[src/rtl/fifo_umbrales_pkg.sv]
// rtl/fifo_umbrales_pkg.sv - shared widths and depth for the per-class FIFOs and flow-control logic
package fifo_umbrales_pkg;

    localparam int DATA_WIDTH   = 6;
    localparam int ADDR_WIDTH   = 3;
    localparam int UMBRAL_WIDTH = 3;
    localparam int DEPTH        = 2 ** ADDR_WIDTH;

    // {push accepted, pop accepted}
    typedef enum logic [1:0] {
        OP_IDLE = 2'b00,
        OP_POP  = 2'b01,
        OP_PUSH = 2'b10,
        OP_BOTH = 2'b11
    } op_t;

endpackage

[src/rtl/fifo_umbrales_if.sv]
// rtl/fifo_umbrales_if.sv - push/pop, threshold and status signals of one FIFO instance
interface fifo_umbrales_if;
    import fifo_umbrales_pkg::*;

    logic                    wr_enable;
    logic [DATA_WIDTH-1:0]   data_in;
    logic                    rd_enable;
    logic [UMBRAL_WIDTH-1:0] umbral_bajo;
    logic [UMBRAL_WIDTH-1:0] umbral_alto;
    logic [DATA_WIDTH-1:0]   data_out;
    logic                    valid_out;
    logic                    fifo_empty;
    logic                    fifo_full;
    logic                    almost_empty;
    logic                    almost_full;
    logic                    fifo_error;

    modport master (
        output wr_enable, data_in, rd_enable, umbral_bajo, umbral_alto,
        input  data_out, valid_out, fifo_empty, fifo_full,
               almost_empty, almost_full, fifo_error
    );

    modport slave (
        input  wr_enable, data_in, rd_enable, umbral_bajo, umbral_alto,
        output data_out, valid_out, fifo_empty, fifo_full,
               almost_empty, almost_full, fifo_error
    );

endinterface

[src/rtl/fifo_umbrales_memoria_dp.sv]
// rtl/fifo_umbrales_memoria_dp.sv - DEPTH x DATA_WIDTH dual-port RAM with registered read port
module memoria_dp #(
    parameter int DATA_WIDTH = 6,
    parameter int ADDR_WIDTH = 3
) (
    input  logic                  clk,
    input  logic                  reset,
    input  logic                  wr_en,
    input  logic [ADDR_WIDTH-1:0] wr_addr,
    input  logic [DATA_WIDTH-1:0] wr_data,
    input  logic                  rd_en,
    input  logic [ADDR_WIDTH-1:0] rd_addr,
    output logic [DATA_WIDTH-1:0] rd_data
);

    localparam int DEPTH = 2 ** ADDR_WIDTH;

    logic [DATA_WIDTH-1:0] mem [DEPTH];

    always_ff @(posedge clk) begin
        if (wr_en) begin
            mem[wr_addr] <= wr_data;
        end
    end

    // Same-address write and read in one cycle returns the old word (read-before-write).
    always_ff @(posedge clk or negedge reset) begin
        if (!reset) begin
            rd_data <= '0;
        end else if (rd_en) begin
            rd_data <= mem[rd_addr];
        end
    end

endmodule

[src/rtl/fifo_umbrales.sv]
// rtl/fifo_umbrales.sv - per-class synchronous FIFO with almost-empty/almost-full thresholds
module fifo_umbrales
    import fifo_umbrales_pkg::*;
#(
    parameter int DW = DATA_WIDTH,
    parameter int AW = ADDR_WIDTH
) (
    input  logic          clk,
    input  logic          reset,
    fifo_umbrales_if.slave bus
);

    localparam int CW = AW + 1;

    logic [AW-1:0] wr_ptr;
    logic [AW-1:0] rd_ptr;
    logic [CW-1:0] count;
    logic          valid_q;
    logic          error_q;
    logic          empty;
    logic          full;
    logic          push;
    logic          pop;
    op_t           op;

    assign empty = (count == '0);
    assign full  = (count == CW'(2 ** AW));

    // No bypass: a pop on an empty FIFO fails even if a push arrives together.
    assign pop  = bus.rd_enable && !empty;
    assign push = bus.wr_enable && (!full || pop);
    assign op   = op_t'({push, pop});

    assign bus.fifo_empty   = empty;
    assign bus.fifo_full    = full;
    assign bus.almost_empty = (count <= CW'(bus.umbral_bajo));
    assign bus.almost_full  = (bus.umbral_alto != '0) && (count >= CW'(bus.umbral_alto));
    assign bus.valid_out    = valid_q;
    assign bus.fifo_error   = error_q;

    always_ff @(posedge clk or negedge reset) begin
        if (!reset) begin
            wr_ptr  <= '0;
            rd_ptr  <= '0;
            count   <= '0;
            valid_q <= 1'b0;
            error_q <= 1'b0;
        end else begin
            valid_q <= pop;
            if (push) begin
                wr_ptr <= wr_ptr + 1'b1;
            end
            if (pop) begin
                rd_ptr <= rd_ptr + 1'b1;
            end
            if ((bus.wr_enable && !push) || (bus.rd_enable && !pop)) begin
                error_q <= 1'b1;
            end
            case (op)
                OP_PUSH: count <= count + 1'b1;
                OP_POP:  count <= count - 1'b1;
                default: count <= count;
            endcase
        end
    end

    memoria_dp #(
        .DATA_WIDTH (DW),
        .ADDR_WIDTH (AW)
    ) u_mem (
        .clk     (clk),
        .reset   (reset),
        .wr_en   (push),
        .wr_addr (wr_ptr),
        .wr_data (bus.data_in),
        .rd_en   (pop),
        .rd_addr (rd_ptr),
        .rd_data (bus.data_out)
    );

endmodule

[src/flat_wrapper.sv]
// flat-port wrapper written by rule: the top's interface ports become plain ports
module fifo_umbrales_flat import fifo_umbrales_pkg::*;
#(
    parameter int DW = DATA_WIDTH,
    parameter int AW = ADDR_WIDTH
)
  (clk, reset, bus_wr_enable, bus_data_in, bus_rd_enable, bus_umbral_bajo, bus_umbral_alto, bus_data_out, bus_valid_out, bus_fifo_empty, bus_fifo_full, bus_almost_empty, bus_almost_full, bus_fifo_error);
  fifo_umbrales_if bus_i ();
  input  logic clk;
  input  logic reset;
  input wire logic [$bits(bus_i.wr_enable)-1:0] bus_wr_enable;
  input wire logic [$bits(bus_i.data_in)-1:0] bus_data_in;
  input wire logic [$bits(bus_i.rd_enable)-1:0] bus_rd_enable;
  input wire logic [$bits(bus_i.umbral_bajo)-1:0] bus_umbral_bajo;
  input wire logic [$bits(bus_i.umbral_alto)-1:0] bus_umbral_alto;
  output wire logic [$bits(bus_i.data_out)-1:0] bus_data_out;
  output wire logic [$bits(bus_i.valid_out)-1:0] bus_valid_out;
  output wire logic [$bits(bus_i.fifo_empty)-1:0] bus_fifo_empty;
  output wire logic [$bits(bus_i.fifo_full)-1:0] bus_fifo_full;
  output wire logic [$bits(bus_i.almost_empty)-1:0] bus_almost_empty;
  output wire logic [$bits(bus_i.almost_full)-1:0] bus_almost_full;
  output wire logic [$bits(bus_i.fifo_error)-1:0] bus_fifo_error;
  assign bus_i.wr_enable = bus_wr_enable;
  assign bus_i.data_in = bus_data_in;
  assign bus_i.rd_enable = bus_rd_enable;
  assign bus_i.umbral_bajo = bus_umbral_bajo;
  assign bus_i.umbral_alto = bus_umbral_alto;
  assign bus_data_out = bus_i.data_out;
  assign bus_valid_out = bus_i.valid_out;
  assign bus_fifo_empty = bus_i.fifo_empty;
  assign bus_fifo_full = bus_i.fifo_full;
  assign bus_almost_empty = bus_i.almost_empty;
  assign bus_almost_full = bus_i.almost_full;
  assign bus_fifo_error = bus_i.fifo_error;
  fifo_umbrales #(.DW(DW), .AW(AW)) u_core (.clk(clk), .reset(reset), .bus(bus_i));
endmodule
[config.mk]
export PLATFORM = sky130hd
export DESIGN_NAME = fifo_umbrales_flat
export DESIGN_NICKNAME = d
export VERILOG_FILES = /design/src/rtl/fifo_umbrales_pkg.sv /design/src/rtl/fifo_umbrales_if.sv /design/src/rtl/fifo_umbrales_memoria_dp.sv /design/src/rtl/fifo_umbrales.sv /design/src/flat_wrapper.sv
export SDC_FILE = /design/constraint.sdc
export NUM_CORES = 1
export LEC_CHECK = 0
export CORE_MARGIN = 2
export CORE_UTILIZATION = 45
export CTS_CLUSTER_DIAMETER = 80
export DETAILED_ROUTE_END_ITERATION = 12
export PLACE_DENSITY = 0.61
export SLEW_MARGIN = 20
export SYNTH_ARGS = -nofsm -noshare
export SYNTH_HDL_FRONTEND = slang
export SYNTH_SLANG_ARGS = --single-unit
[constraint.sdc]
create_clock -name clk -period 3 [get_ports clk]
set_input_delay 0.45 -clock clk [delete_from_list [all_inputs] [get_ports clk]]
set_output_delay 0.45 -clock clk [all_outputs]
set_load 0.02 [all_outputs]
==> metrics <==
Std-Cell Rows=29; Period Utilization, post-route=0.915; mean area per synthesized cell=approximately 14 µm²; layout cells sized above 1=0.180; xor/xnor cell area share of the yosys netlist=0.0205; placed instance count=317; worst min path class=flop to flop; endpoint of the worst register-to-register path=u_core.count[3]$_DFFE_PN0P_; number of design-rule violations left by the first detailed-router iteration=39; flops & latches, synth=66; depth of the most critical reg-to-reg path=10; number of gates resized after cts=0; multiplexer share of the synthesized area=0.0985; total power density per cell area=~940 nW/µm²; leakage dissipation=1.38 nW; kind of end point of the critical path=output pin; Mapped Area=between 2000 and 3000 µm²; arrival time worst endpoint=2300 ps; number of inserted diodes=0; buffers added on ports=27; number of endpoints failing setup at the final stage=0; final non-filler cell total=333; Starting Density=0.469; Core Box Area=6390 µm²; Via density=approximately 5.2; highest fanout seen on the critical path=2; clock slew seen by the registers of the worst setup and hold paths=70 ps; Yosys warning total=0; final-report max-slew violation count=0; area fraction in and, or, nand and nor cells after synthesis=0.0659; EDFF count, synth=48; boundary pin count=28; hold wc startpoint=u_core.u_mem.rd_data[0]$_DFFE_PN0P_; clk_lat worst skew=between 300 and 400 ps; final-layout worst hold slack=between 400 and 500 ps; number of antenna violations at the first check in global routing=0; most common cell after layout, fill and taps aside=edfxtp_1; CTS Root Buffer Type=clkbuf_8; first-pass GRT wire length=8.30 mm; Die Y=about 86 µm; Total Die Area=roughly 7300 µm²; antenna violation net count after detailed routing=0; deepest clock path buffer count=2; prevailing post-synth register cell=edfxtp_1; total DRC errors in the routed layout=0; via count=1,717; maximum number of pins on one net before global-route repair=19; Worst slew margin=0.467; TritonCTS sink count=66; total chip power=roughly 3.4 mW; worst clock skew=~8 ps; post-CTS setup-driven buffer insertion count=0; data required time of the worst path=between 2000 and 3000 ps; peak clock frequency supported by timing=around 0.36 GHz; FFs w/ async S/R, synth=0.273; setup repair after global routing missed its margin=false; Total Routing Usage GR=0.155; Setup crit start kind=input pin; adder-cell area share of the yosys netlist=0.0484; accumulated negative setup slack=0 ps; Remaining Overflow, GRT=0; kind of critical path=input pin to output pin; fill cell total of the finished layout=between 500 and 600; Max-Cap Viols=0; chip width=between 80 and 90 µm; cts hold-fix bufs=0; detailed-placement wirelength estimate=3.63 mm; most frequent cells in the layout=edfxtp_1 (48), clkdlybuf4s50_1 (27), dfrtp_1 (18), nand2_1 (16); final core utilization=0.561; Unique masters post-synth=40; worst hold path depth=2; syn_nets=~240; clock tree from TritonCTS=yes; wire length per cell after detailed routing=about 15 µm; run status=finished clean; Gate Count Post-Synth=208; Worst Hold Path EP=u_core.u_mem.rd_data[0]$_DFFE_PN0P_; flop2flop setup slack=430 ps; number of iterations in the first detailed-routing pass=4; via count of the first global-routing pass=1,714; portion of the post-synthesis area used by sequential elements=0.631; total routed wirelength=about 5.1 mm; R2R Path Start=u_core.count[1]$_DFFE_PN0P_; area growth from synthesis to final layout=19.4%; time the worst path needs with I/O delays and setup=about 2700 ps; maximum resistive drop on vdd=roughly 0.00047 V; number of buffers added by the clock tree synthesis step=9; slew at the pin closest to its max-slew limit=between 700 and 800 ps; nets@finish=278; Placer Congestion=0.705; level count of the clock H-tree=3; largest family of logic cells by synthesized area=multiplexers; final number of hold-violating endpoints=0; complex-gate fraction of the synthesized area=0.0952
how the worst max path moves through the flow:
stage / startpoint / end / slack [ps] / depth (start not counted)
2_1_floorplan: u_core.count[1]$_DFFE_PN0P_ / u_core.count[3]$_DFFE_PN0P_ / 440 / 11
3_3_place_gp: bus_umbral_bajo[1] / bus_almost_empty / 240 / 8
3_5_place_dp: bus_umbral_bajo[1] / bus_almost_empty / 240 / 8
4_1_cts: bus_umbral_bajo[1] / bus_almost_empty / 240 / 8
5_1_grt: bus_umbral_bajo[1] / bus_almost_empty / 70 / 8
6_report: bus_umbral_bajo[1] / bus_almost_empty / 250 / 8
worst max-delay path, stage by stage:
cell and delay [ps]:
clkdlybuf4s50_1 460, inv_1 40, ha_1 290, nor2b_1 130
o21ai_0 130, nand2b_1 70, a21oi_1 120, clkdlybuf4s50_1 620
power breakdown:
part | total [mW] | internal (mW) | switching, mW
clock network | 0.733 | 0.427 | 0.306
logic | 1.25 | 0.631 | 0.617
registers | 1.40 | 1.20 | 0.194
flip-flops by register name, summed over array words and instances, names as in the netlist:
| signal | flops |
|---|---|
| u_core.u_mem.mem | 48 |
| u_core.u_mem.rd_data | 6 |
| u_core.rd_ptr | 3 |
| u_core.wr_ptr | 3 |
| u_core.count | 4 |
| u_core.bus.fifo_error | 1 |
| u_core.bus.valid_out | 1 |
stage by stage:
step           worst slack, ps  cell area [µm²]
2_1_floorplan              440             3000
5_1_grt                   67.9             3580
6_report                   254             3580
3_5_place_dp               243             3380
4_1_cts                    241             3580
3_3_place_gp               244             3380
cell type report:
cell class | count | area, µm² | area share
Sequential cell | 66 | 1890 | 0.528
Multi-Input combinational cell | 123 | 985 | 0.275
Clock buffer | 13 | 159 | 0.0444
Tap cell | 77 | 96.3 | 0.0269
Clock inverter | 3 | 40.0 | 0.0112
Inverter | 11 | 41.3 | 0.0115
Timing Repair Buffer | 40 | 368 | 0.103
metal layers:
| metal | up-vias | routed length (µm) | track usage |
|---|---|---|---|
| li1 | 855 | - | - |
| met1 | 831 | 2430 | 0.202 |
| met2 | 26 | 2420 | 0.239 |
| met3 | 5 | 178 | 0.0616 |
| met4 | 0 | 57 | 0.0519 |
| met5 | - | 0 | 0 |
cell families (layout without fill, tap and decap cells):
| logic type | Yosys count | count (layout) |
|---|---|---|
| flip-flops | 66 | 66 |
| AND/OR/NAND/NOR | 43 | 43 |
| AO/OA/AOI/OAI | 35 | 35 |
| multiplexers | 27 | 27 |
| buffers and inverters | 19 | 67 |
| adder cells (fa/ha/maj) | 11 | 11 |
| XOR/XNOR | 7 | 7 |
Yosys cell counts (4+ instances only):
library cell | number | area [µm²]
nand2b_1 | 5 | 31.3
nor2_1 | 12 | 45.0
ha_1 | 10 | 125
xnor2_1 | 5 | 43.8
o21ai_0 | 4 | 20.0
o22ai_1 | 6 | 37.5
dfrtp_1 | 18 | 450
a221o_1 | 6 | 60.1
o21ai_1 | 5 | 25.0
edfxtp_1 | 48 | 1440
mux2i_1 | 13 | 130
mux2_2 | 11 | 124
nand2_1 | 16 | 60.1
inv_1 | 10 | 37.5
(Power assumes the default switching activity.)
==> variant: new RTL, same flow settings <==
Make the reset (`reset`) synchronous in 2 clocked blocks.
--- a/src/rtl/fifo_umbrales_memoria_dp.sv
+++ b/src/rtl/fifo_umbrales_memoria_dp.sv
@@ -26,3 +26,3 @@
     // Same-address write and read in one cycle returns the old word (read-before-write).
-    always_ff @(posedge clk or negedge reset) begin
+    always_ff @(posedge clk) begin
         if (!reset) begin
--- a/src/rtl/fifo_umbrales.sv
+++ b/src/rtl/fifo_umbrales.sv
@@ -40,3 +40,3 @@
 
-    always_ff @(posedge clk or negedge reset) begin
+    always_ff @(posedge clk) begin
         if (!reset) begin
Formal check against the unedited RTL: differs if reset is asserted again (counterexample within 4 cycles, from zero or initial values and one cycle with reset low); with reset held inactive, the same outputs for 10 cycles.
==> variant against the original RTL <==
First-iteration DRC count rose by 120%. Routed wire length fell by 2.1%. Worst setup slack barely moved. Sequential cell count did not move. Sequential power fell by 15%. Design area fell by 2.0%. Synthesized area fell by 3.9%. Register-to-register slack improved by 300 ps. Total power fell by 14%. Utilization fell by 0.18 points. Critical path type unchanged.
==> variant: results (changes against the original RTL) <==
number of global-route vias before repair -> 1593 (-7.1%)
met2 usage -> 23.0% (-0.88 points)
post-place setup slack -> 231 ps (-11.5 ps)
Post-Syn Nets -> 230 (-2.1%)
Clock Tree Buf Depth -> 2 (unchanged)
status -> finished, final reports clean
met2 wire length -> 2310 µm (-4.5%)
Max-Cap Viols -> 0 (unchanged)
First DRT Iteration DRCs -> 85 (+120%)
Final nets -> 272 (-2.2%)
DR WL/cell -> 15.2 µm (-0.27%)
Async SR Flop Fraction -> 0% (-27 points)
Slew HR -> 54.3% (+7.6 points)
Skew-Pair Late Insertion Delay -> 330 ps (about the same)
Root Buffer -> clkbuf_8
initial antenna violation count -> 0 (unchanged)
xor-xnor portion of the synthesized cell area -> 1.82% (-0.22 points)
Placed Area -> 0.00331 mm² (-2.2%)
DRT Pass-1 Iters -> 4 (unchanged)
CTS Buf Count -> 9 (unchanged)
leakage -> 1.24 nW (-11%)
CTS H-tree lvls -> 3 (unchanged)
layout cell share with drive strength beyond 1 -> 18.4% (+0.43 points)
main area contributors after synthesis -> edfxtp_1 50%, dfxtp_1 13%, mux4_2 9.4%
WL met1 -> 2440 µm (+0.25%)
largest net degree at the start of global routing -> 16 (-3)
adder-cell area share of the yosys netlist -> 5.04% (+0.20 points)
sequential area share after synthesis -> 62.6% (-0.55 points)
number of synthesized flops with an enable pin -> 48 (unchanged)
Compound-Gate Fraction of Synth Area -> 7.52% (-2.0 points)
met1 usage -> 21.7% (+1.4 points)
hpwl dp -> 3410 µm (-5.8%)
Data arrival, critical path -> 2300 ps (about the same)
Yosys cell types -> 37 (-7.5%)
Detail Route Antenna Nets -> 0 (unchanged)
first-pass GRT wire length -> 8180 µm (-1.5%)
Setup Skew -> 7.69 ps (-0.423 ps)
area delta synth->final -> 21.8%
post-synthesis mux area share -> 12.2% (+2.3 points)
Post-CTS Setup Inserts -> 0 (unchanged)
synth warn -> 0 (unchanged)
Routability Congestion -> 0.785 (+11%)
M3 GR Usage -> 3.66% (-2.5 points)
all-layer global routing usage -> 15.4% (-0.13 points)
vias per cell -> 5.23 (+1.4%)
biggest regs -> u_core.u_mem.mem (48), u_core.u_mem.rd_data (6), u_core.count (4)
Hold Path Class -> register to register
met3 WL -> 185 µm (+3.9%)
VDD IR max -> 0.000454 V (-2.7%)
CP peak stage delay -> 620 ps (about the same)
top cells by count, synth -> 48 x edfxtp_1, 18 x dfxtp_1, 17 x nor2_1, 13 x a21oi_1, 12 x mux4_2
Fill cells -> 525 (-3.0%)
-- variant: kinds of logic (layout without fill, tap and decap cells) --
group | after synthesis | in the layout
mux | 20 | 20
flops | 66 | 66
buf+inv | 19 | 66
simple gates | 47 | 47
compound gates | 34 | 34
xor+xnor | 6 | 6
fa+ha+maj | 11 | 11
-- variant: cell type report --
class / count / share of cell area [%]
Clock buffer: 9 / 3.53
Clock inverter: 7 / 2.21
Inverter: 9 / 0.963
Multi-Input combinational cell: 118 / 28.5
Sequential cell: 66 / 51.4
Tap cell: 77 / 2.75
Timing Repair Buffer: 41 / 10.7
-- variant: power breakdown --
group | leakage (nW) | total, W | internal [W] | switching, W
combinational | 0.555 | 0.000986 | 0.000500 | 0.000486
clock | 0.100 | 0.000738 | 0.000390 | 0.000348
sequential | 0.584 | 0.00119 | 0.00108 | 0.000109
-- variant: critical path, delay by kind of cell --
kind / cells / cell delay (ps)
buf+inv: 3 / 1110
simple gates: 2 / 200
fa+ha+maj: 1 / 290
compound gates: 2 / 260
-- variant: per-stage QoR --
stage | cells | hold WS, ps | power (W)
5_1_grt | 327 | 514 | 0.00310
2_1_floorplan | 203 | 462 | 0.00186
6_report | 327 | 478 | 0.00292
3_3_place_gp | 311 | 454 | 0.00221
3_5_place_dp | 311 | 474 | 0.00221
4_1_cts | 327 | 492 | 0.00295
-- variant: path summary, 6_finish.rpt --
kind | end | from | cells past startpoint | slack, ps
worst min-delay path | u_core.bus.fifo_error | u_core.bus.fifo_error | 2 | 480
worst min register to register | u_core.bus.fifo_error | u_core.bus.fifo_error | 2 | 480
worst max register to register | u_core.count[3] | u_core.count[3] | 8 | 730
worst max-delay path | bus_almost_empty | bus_umbral_bajo[1] | 8 | 250
